`src/rtl/fp_addsub_pipe.sv`:
```
// Three-stage floating-point add/sub (align, add, normalise/round/pack) for {sign, exp, fract}
// words with hidden 1, exp==0 meaning zero, RNE rounding, saturating overflow and flush-to-zero.
module fp_addsub_pipe #(
  parameter  int EXP_W  = 4,
  parameter  int FRAC_W = 4,
  localparam int W      = 1 + EXP_W + FRAC_W
) (
  input  logic         clk50M,
  input  logic         rst,
  input  logic         in_valid,
  output logic         in_ready,
  input  logic [W-1:0] A,
  input  logic [W-1:0] B,
  input  logic         op_sub,
  output logic         out_valid,
  input  logic         out_ready,
  output logic [W-1:0] sumF,
  output logic         overflow,
  output logic         underflow,
  output logic         zero
);

  localparam int STAGES = 3;
  localparam int MW     = FRAC_W + 4;   // hidden, fract, guard, round, sticky
  localparam int LZW    = $clog2(MW);
  localparam int EW     = ((EXP_W > LZW) ? EXP_W : LZW) + 2;
  localparam logic signed [EW-1:0] E_MAX = EW'((1 << EXP_W) - 1);
  localparam logic signed [EW-1:0] E_ONE = EW'(1);

  typedef struct packed {
    logic             sign;
    logic [EXP_W-1:0] exp;
    logic             eff_sub;
    logic [MW-1:0]    big_m;
    logic [MW-1:0]    sml_m;
  } s1_t;

  typedef struct packed {
    logic             sign;
    logic [EXP_W-1:0] exp;
    logic [MW:0]      sum;
  } s2_t;

  logic [STAGES:1] vld_pipe;
  logic [STAGES:1] ld;
  s1_t s1_d, s1_q;
  s2_t s2_d, s2_q;

  // Backpressure: a stage loads when the stage after it is empty or draining.
  always_comb begin
    ld[3] = ~vld_pipe[3] | out_ready;
    ld[2] = ~vld_pipe[2] | ld[3];
    ld[1] = ~vld_pipe[1] | ld[2];
  end

  assign in_ready  = ld[1];
  assign out_valid = vld_pipe[3];

  // ---------------- S1: align ----------------
  logic              a_s, b_s, b_eff, a_big;
  logic [EXP_W-1:0]  a_e, b_e, big_e, sml_e, d;
  logic [FRAC_W-1:0] a_f, b_f, big_f, sml_f;
  logic [MW-1:0]     sml_full, sml_shr, lost_mask;

  assign {a_s, a_e, a_f} = A;
  assign {b_s, b_e, b_f} = B;
  assign b_eff = b_s ^ op_sub;
  assign a_big = {a_e, a_f} >= {b_e, b_f};

  always_comb begin
    big_e     = a_big ? a_e : b_e;
    big_f     = a_big ? a_f : b_f;
    sml_e     = a_big ? b_e : a_e;
    sml_f     = a_big ? b_f : a_f;
    d         = big_e - sml_e;
    sml_full  = (sml_e == '0) ? '0 : {1'b1, sml_f, 3'b000};
    sml_shr   = sml_full >> d;
    lost_mask = ~({MW{1'b1}} << d);
    s1_d.sign    = a_big ? a_s : b_eff;
    s1_d.exp     = big_e;
    s1_d.eff_sub = a_s ^ b_eff;
    s1_d.big_m   = (big_e == '0) ? '0 : {1'b1, big_f, 3'b000};
    // Everything shifted past the sticky position still counts toward sticky.
    s1_d.sml_m   = {sml_shr[MW-1:1], sml_shr[0] | (|(sml_full & lost_mask))};
  end

  // ---------------- S2: add ----------------
  always_comb begin
    s2_d.sign = s1_q.sign;
    s2_d.exp  = s1_q.exp;
    s2_d.sum  = s1_q.eff_sub ? ({1'b0, s1_q.big_m} - {1'b0, s1_q.sml_m})
                             : ({1'b0, s1_q.big_m} + {1'b0, s1_q.sml_m});
  end

  // ---------------- S3: normalise, round, pack ----------------
  logic                    carry, up;
  logic [EW-1:0]           lz, exp_x;
  logic [MW-1:0]           norm;
  logic [FRAC_W+1:0]       mant;
  logic [FRAC_W-1:0]       fract;
  logic signed [EW-1:0]    e_n, e_r;
  logic [W-1:0]            res_w;
  logic                    res_o, res_u, res_z;

  always_comb begin
    carry = s2_q.sum[MW];
    lz    = '0;
    for (int i = 0; i < MW; i++)
      if (s2_q.sum[i]) lz = EW'(MW - 1 - i);
    exp_x = {{(EW-EXP_W){1'b0}}, s2_q.exp};
    if (carry) begin
      norm = {s2_q.sum[MW:2], s2_q.sum[1] | s2_q.sum[0]};
      e_n  = exp_x + EW'(1);
    end else begin
      norm = s2_q.sum[MW-1:0] << lz;
      e_n  = exp_x - lz;
    end
    up    = norm[2] & (norm[1] | norm[0] | norm[3]);
    mant  = {1'b0, norm[MW-1:3]} + {{(FRAC_W+1){1'b0}}, up};
    e_r   = e_n + EW'(mant[FRAC_W+1]);
    fract = mant[FRAC_W+1] ? mant[FRAC_W:1] : mant[FRAC_W-1:0];

    res_w = {s2_q.sign, e_r[EXP_W-1:0], fract};
    res_o = 1'b0;
    res_u = 1'b0;
    res_z = 1'b0;
    if (s2_q.sum == '0) begin
      res_w = '0;
      res_z = 1'b1;
    end else if (e_r > E_MAX) begin
      res_w = {s2_q.sign, {EXP_W{1'b1}}, {FRAC_W{1'b1}}};
      res_o = 1'b1;
    end else if (e_r < E_ONE) begin
      res_w = '0;
      res_u = 1'b1;
      res_z = 1'b1;
    end
  end

  // ---------------- pipeline registers ----------------
  always_ff @(posedge clk50M or negedge rst) begin
    if (!rst) begin
      vld_pipe  <= '0;
      s1_q      <= '0;
      s2_q      <= '0;
      sumF      <= '0;
      overflow  <= 1'b0;
      underflow <= 1'b0;
      zero      <= 1'b0;
    end else begin
      if (ld[1]) begin
        vld_pipe[1] <= in_valid;
        if (in_valid) s1_q <= s1_d;
      end
      if (ld[2]) begin
        vld_pipe[2] <= vld_pipe[1];
        if (vld_pipe[1]) s2_q <= s2_d;
      end
      if (ld[3]) begin
        vld_pipe[3] <= vld_pipe[2];
        if (vld_pipe[2]) begin
          sumF      <= res_w;
          overflow  <= res_o;
          underflow <= res_u;
          zero      <= res_z;
        end
      end
    end
  end

endmodule

```
`config.mk`:
```
export PLATFORM = sky130hd
export DESIGN_NAME = fp_addsub_pipe
export DESIGN_NICKNAME = d
export VERILOG_FILES = /design/src/rtl/fp_addsub_pipe.sv
export SDC_FILE = /design/constraint.sdc
export NUM_CORES = 1
export LEC_CHECK = 0
export ABC_AREA = 1
export CORE_ASPECT_RATIO = 0.75
export CORE_MARGIN = 8
export CORE_UTILIZATION = 38
export CTS_CLUSTER_DIAMETER = 50
export DETAILED_ROUTE_END_ITERATION = 8
export PLACE_DENSITY = 0.65
export SLEW_MARGIN = 20
export SYNTH_ARGS = -nofsm -noshare
export SYNTH_HDL_FRONTEND = slang
export SYNTH_SLANG_ARGS = --single-unit
```
`constraint.sdc`:
```
create_clock -name clk50M -period 6.2 [get_ports clk50M]
set_input_delay 1.24 -clock clk50M [delete_from_list [all_inputs] [get_ports clk50M]]
set_output_delay 1.24 -clock clk50M [all_outputs]
set_load 0.01 [all_outputs]
```
==> results.md <==
- Most numerous cell in the Yosys netlist: nand2_1
- Total track usage: 13.4%
- Fmax: 0.251 GHz
- Main synth FF type: dfrtp_1
- Post-DP HPWL: 7.04 mm
- CTS tree: built
- Clock Tree Buf Depth: 2
- CP Launch Type: input pin
- Compound-cell area share of the yosys netlist: 13.1%
- Synth Area in XOR/XNOR: 2.99%
- Yosys warns: 0
- Post-CTS Hold Fix Bufs: 0
- Detailed-route wire length: 8.83 mm
- Synth Instances: 564
- Max transition margin: 57.5%
- Core area: 9700 um^2
- FP Rows: 31
- Final hold violations: 0
- RSZ-0062 raised after global routing: false
- RR Startpoint: s2_q[0]$_DFFE_PN0P_
- Worst Setup SP: B[7]
- Synth Register Bits: 48
- CP required: 6.43 ns
- Ys async rst share: 100%
- Largest family of logic cells by synthesized area: simple AND/OR/NAND/NOR gates
- LEAKAGE: 2.34 nW
- DIE WIDTH: 132 um
- Flop-to-flop setup slack: 2.40 ns
- Clk pin slew, worst setup/hold paths: 0.06 ns
- Initial core utilization: 39.2%
- Post-CTS Setup Bufs: 0
- Total global routing overflow: 0
- Synth unique cells: 45
- WL per Instance: 12.1 um
- Clock latency on the worst-skew pair: 0.29 ns
- Top cells by count, synth: nand2_1, inv_1, dfrtp_1
- Starting DRT DRC Count: 141
- Cell Count, Final, Fillers Out: 729
- Nets: 642
- I/O Buffers: 36
- Worst setup margin: 2.22 ns
- Synthesis-to-layout area growth: 16.5%
- Max IR drop VDD: 0.167 mV
- First-pass detailed-route iteration total: 4
- Max-cap violations: 0
- Die Ht: 103 um
- Final ANT Viol Nets: 0
- EDFF count, synth: 0
- Worst path arrival time: 4.21 ns
- Post-CTS resize count: 0
- Fillers: 1004
- Via density: 4.95
- Largest area contributor in the netlist: dfrtp_1
- Root Driver: clkbuf_16
- Average size of a mapped cell: 6.74 um^2
- CP Max Fanout: 18
- # clock sinks: 48
- HP Start: sumF[6]$_DFFE_PN0P_
- DP Worst Slack: 1.96 ns
- N_diodes: 0
- H-tree Lvls: 2
- Final TNS setup: 0 ns
- Fin. max-slew vios: 0
- Status: complete, no violations
- Total chip power: 2.01 mW
- Tmin final: 3.98 ns
- Sequential element share of the synthesized area: 31.6%
- Share of cells above drive strength 1: 6.37%
- Vias in the first global route: 3437
- Total number of vias: 3608
- Cts bufs inserted: 5
- Yosys top cell area share: 31.6%
- Hold/Removal Path Class: flip-flop to flip-flop
- Largest net degree at the start of global routing: 49
- Placed Cells: 721
- Die area: 13500 um^2
- Antenna violations before repair: 0
- Post-route DRC violation count: 0
- Fin Hold WS: 0.482 ns
- Top area cells in the synthesized netlist: dfrtp_1, nand2_1, inv_1
- Final setup vio count: 0
- WS Path Type: input pin to flip-flop
- Post-Synth Adder-Cell Area: 7.76%
- Crit. End Element: flip-flop
- Gpl congestion: 0.866
- Final period utilization: 64.2%
- Simple-Gate Fraction of Synth Area: 34.9%
- PD cells: 453 nW/um^2
- Mux cell area share after synthesis: 0%
- # IOs: 37
- Clk_skew: 0.00574 ns
- Syn_nets: 610
- Synth Cell Area: 3800 um^2
- Slew @ Worst Pin: 0.631 ns
- First-pass GRT wire length: 15.3 mm
==> worst max-delay path: stages <==
cell,delay [ns]
clkdlybuf4s50_1,0.47
inv_1,0.06
ha_1,0.38
inv_2,0.09
nor3_4,0.23
nand2_2,0.16
nand3_4,0.24
nand2_1,0.07
nand2_1,0.11
nand2_2,0.08
ha_1,0.42
inv_1,0.15
nor2_1,0.14
nand3_1,0.08
nand2_1,0.06
inv_1,0.06
nand3_2,0.06
nand2_1,0.05
inv_1,0.05
==> final cells by class <==
type | instances | area [um^2] | share of cell area, %
clock buffers | 5 | 125 | 2.82
clock inverters | 3 | 42.5 | 0.960
repair buffers | 36 | 358 | 8.07
flip-flops and latches | 48 | 1200 | 27.1
multi-input cells | 424 | 2240 | 50.5
inverters | 81 | 304 | 6.86
well taps | 132 | 165 | 3.73
==> cell usage in the layout, fill, tap and decap left out, drive strengths merged, types with 5 or more instances in the layout <==
cell type / n
dfrtp: 48
inv: 81
nand3: 47
nor2: 33
nand4: 13
o22ai: 9
xor2: 9
nand2: 198
a21oi: 14
o21ai: 53
ha: 22
clkdlybuf4s50: 35
clkbuf: 5
==> worst paths after layout <==
check / end / depth (start not counted)
worst min register to register: sumF[6]$_DFFE_PN0P_ / 2
worst max-delay path: s1_q[0]$_DFFE_PN0P_ / 19
worst max register to register: sumF[5]$_DFFE_PN0P_ / 23
worst min-delay path: sumF[6]$_DFFE_PN0P_ / 2
max in group asynchronous: vld_pipe[1]$_DFFE_PN0N_ / 1
min in group asynchronous: sumF[3]$_DFFE_PN0P_ / 1
==> cells by family after synthesis <==
logic type	Yosys count
AND/OR/NAND/NOR	301
buffers and inverters	92
AO/OA/AOI/OAI	87
flip-flops	48
adder cells (fa/ha/maj)	23
XOR/XNOR	13
==> where the power goes <==
group          total [mW]  leakage, nW  switching (mW)  internal, mW
clock network       0.305       0.0798           0.115         0.189
logic                1.18         1.67           0.731         0.452
registers           0.520        0.593          0.0951         0.425
total                2.01         2.34           0.941          1.07
==> layer usage <==
layer	global-route usage [%]	wire, um	vias to the layer above
li1	-	-	1887
met4	3.43	80	0
met1	18.3	4550	1640
met2	21.3	3770	73
met3	2.73	425	8
met5	0	0	-
==> stage by stage <==
step	instance area [um^2]	util (%)
floorplan	3800	-
CTS	4430	45.7
detailed placement	4260	44.0
global route	4430	45.7
global placement	4260	44.0
finish	4430	45.7
==> sequential cells by signal, summed over array words and instances, names as in the netlist <==
name,count
exp_x,4
s1_q,19
sumF,9
underflow,1
carry,1
zero,1
vld_pipe,3
s2_q,9
overflow,1
(Power assumes the default switching activity.)
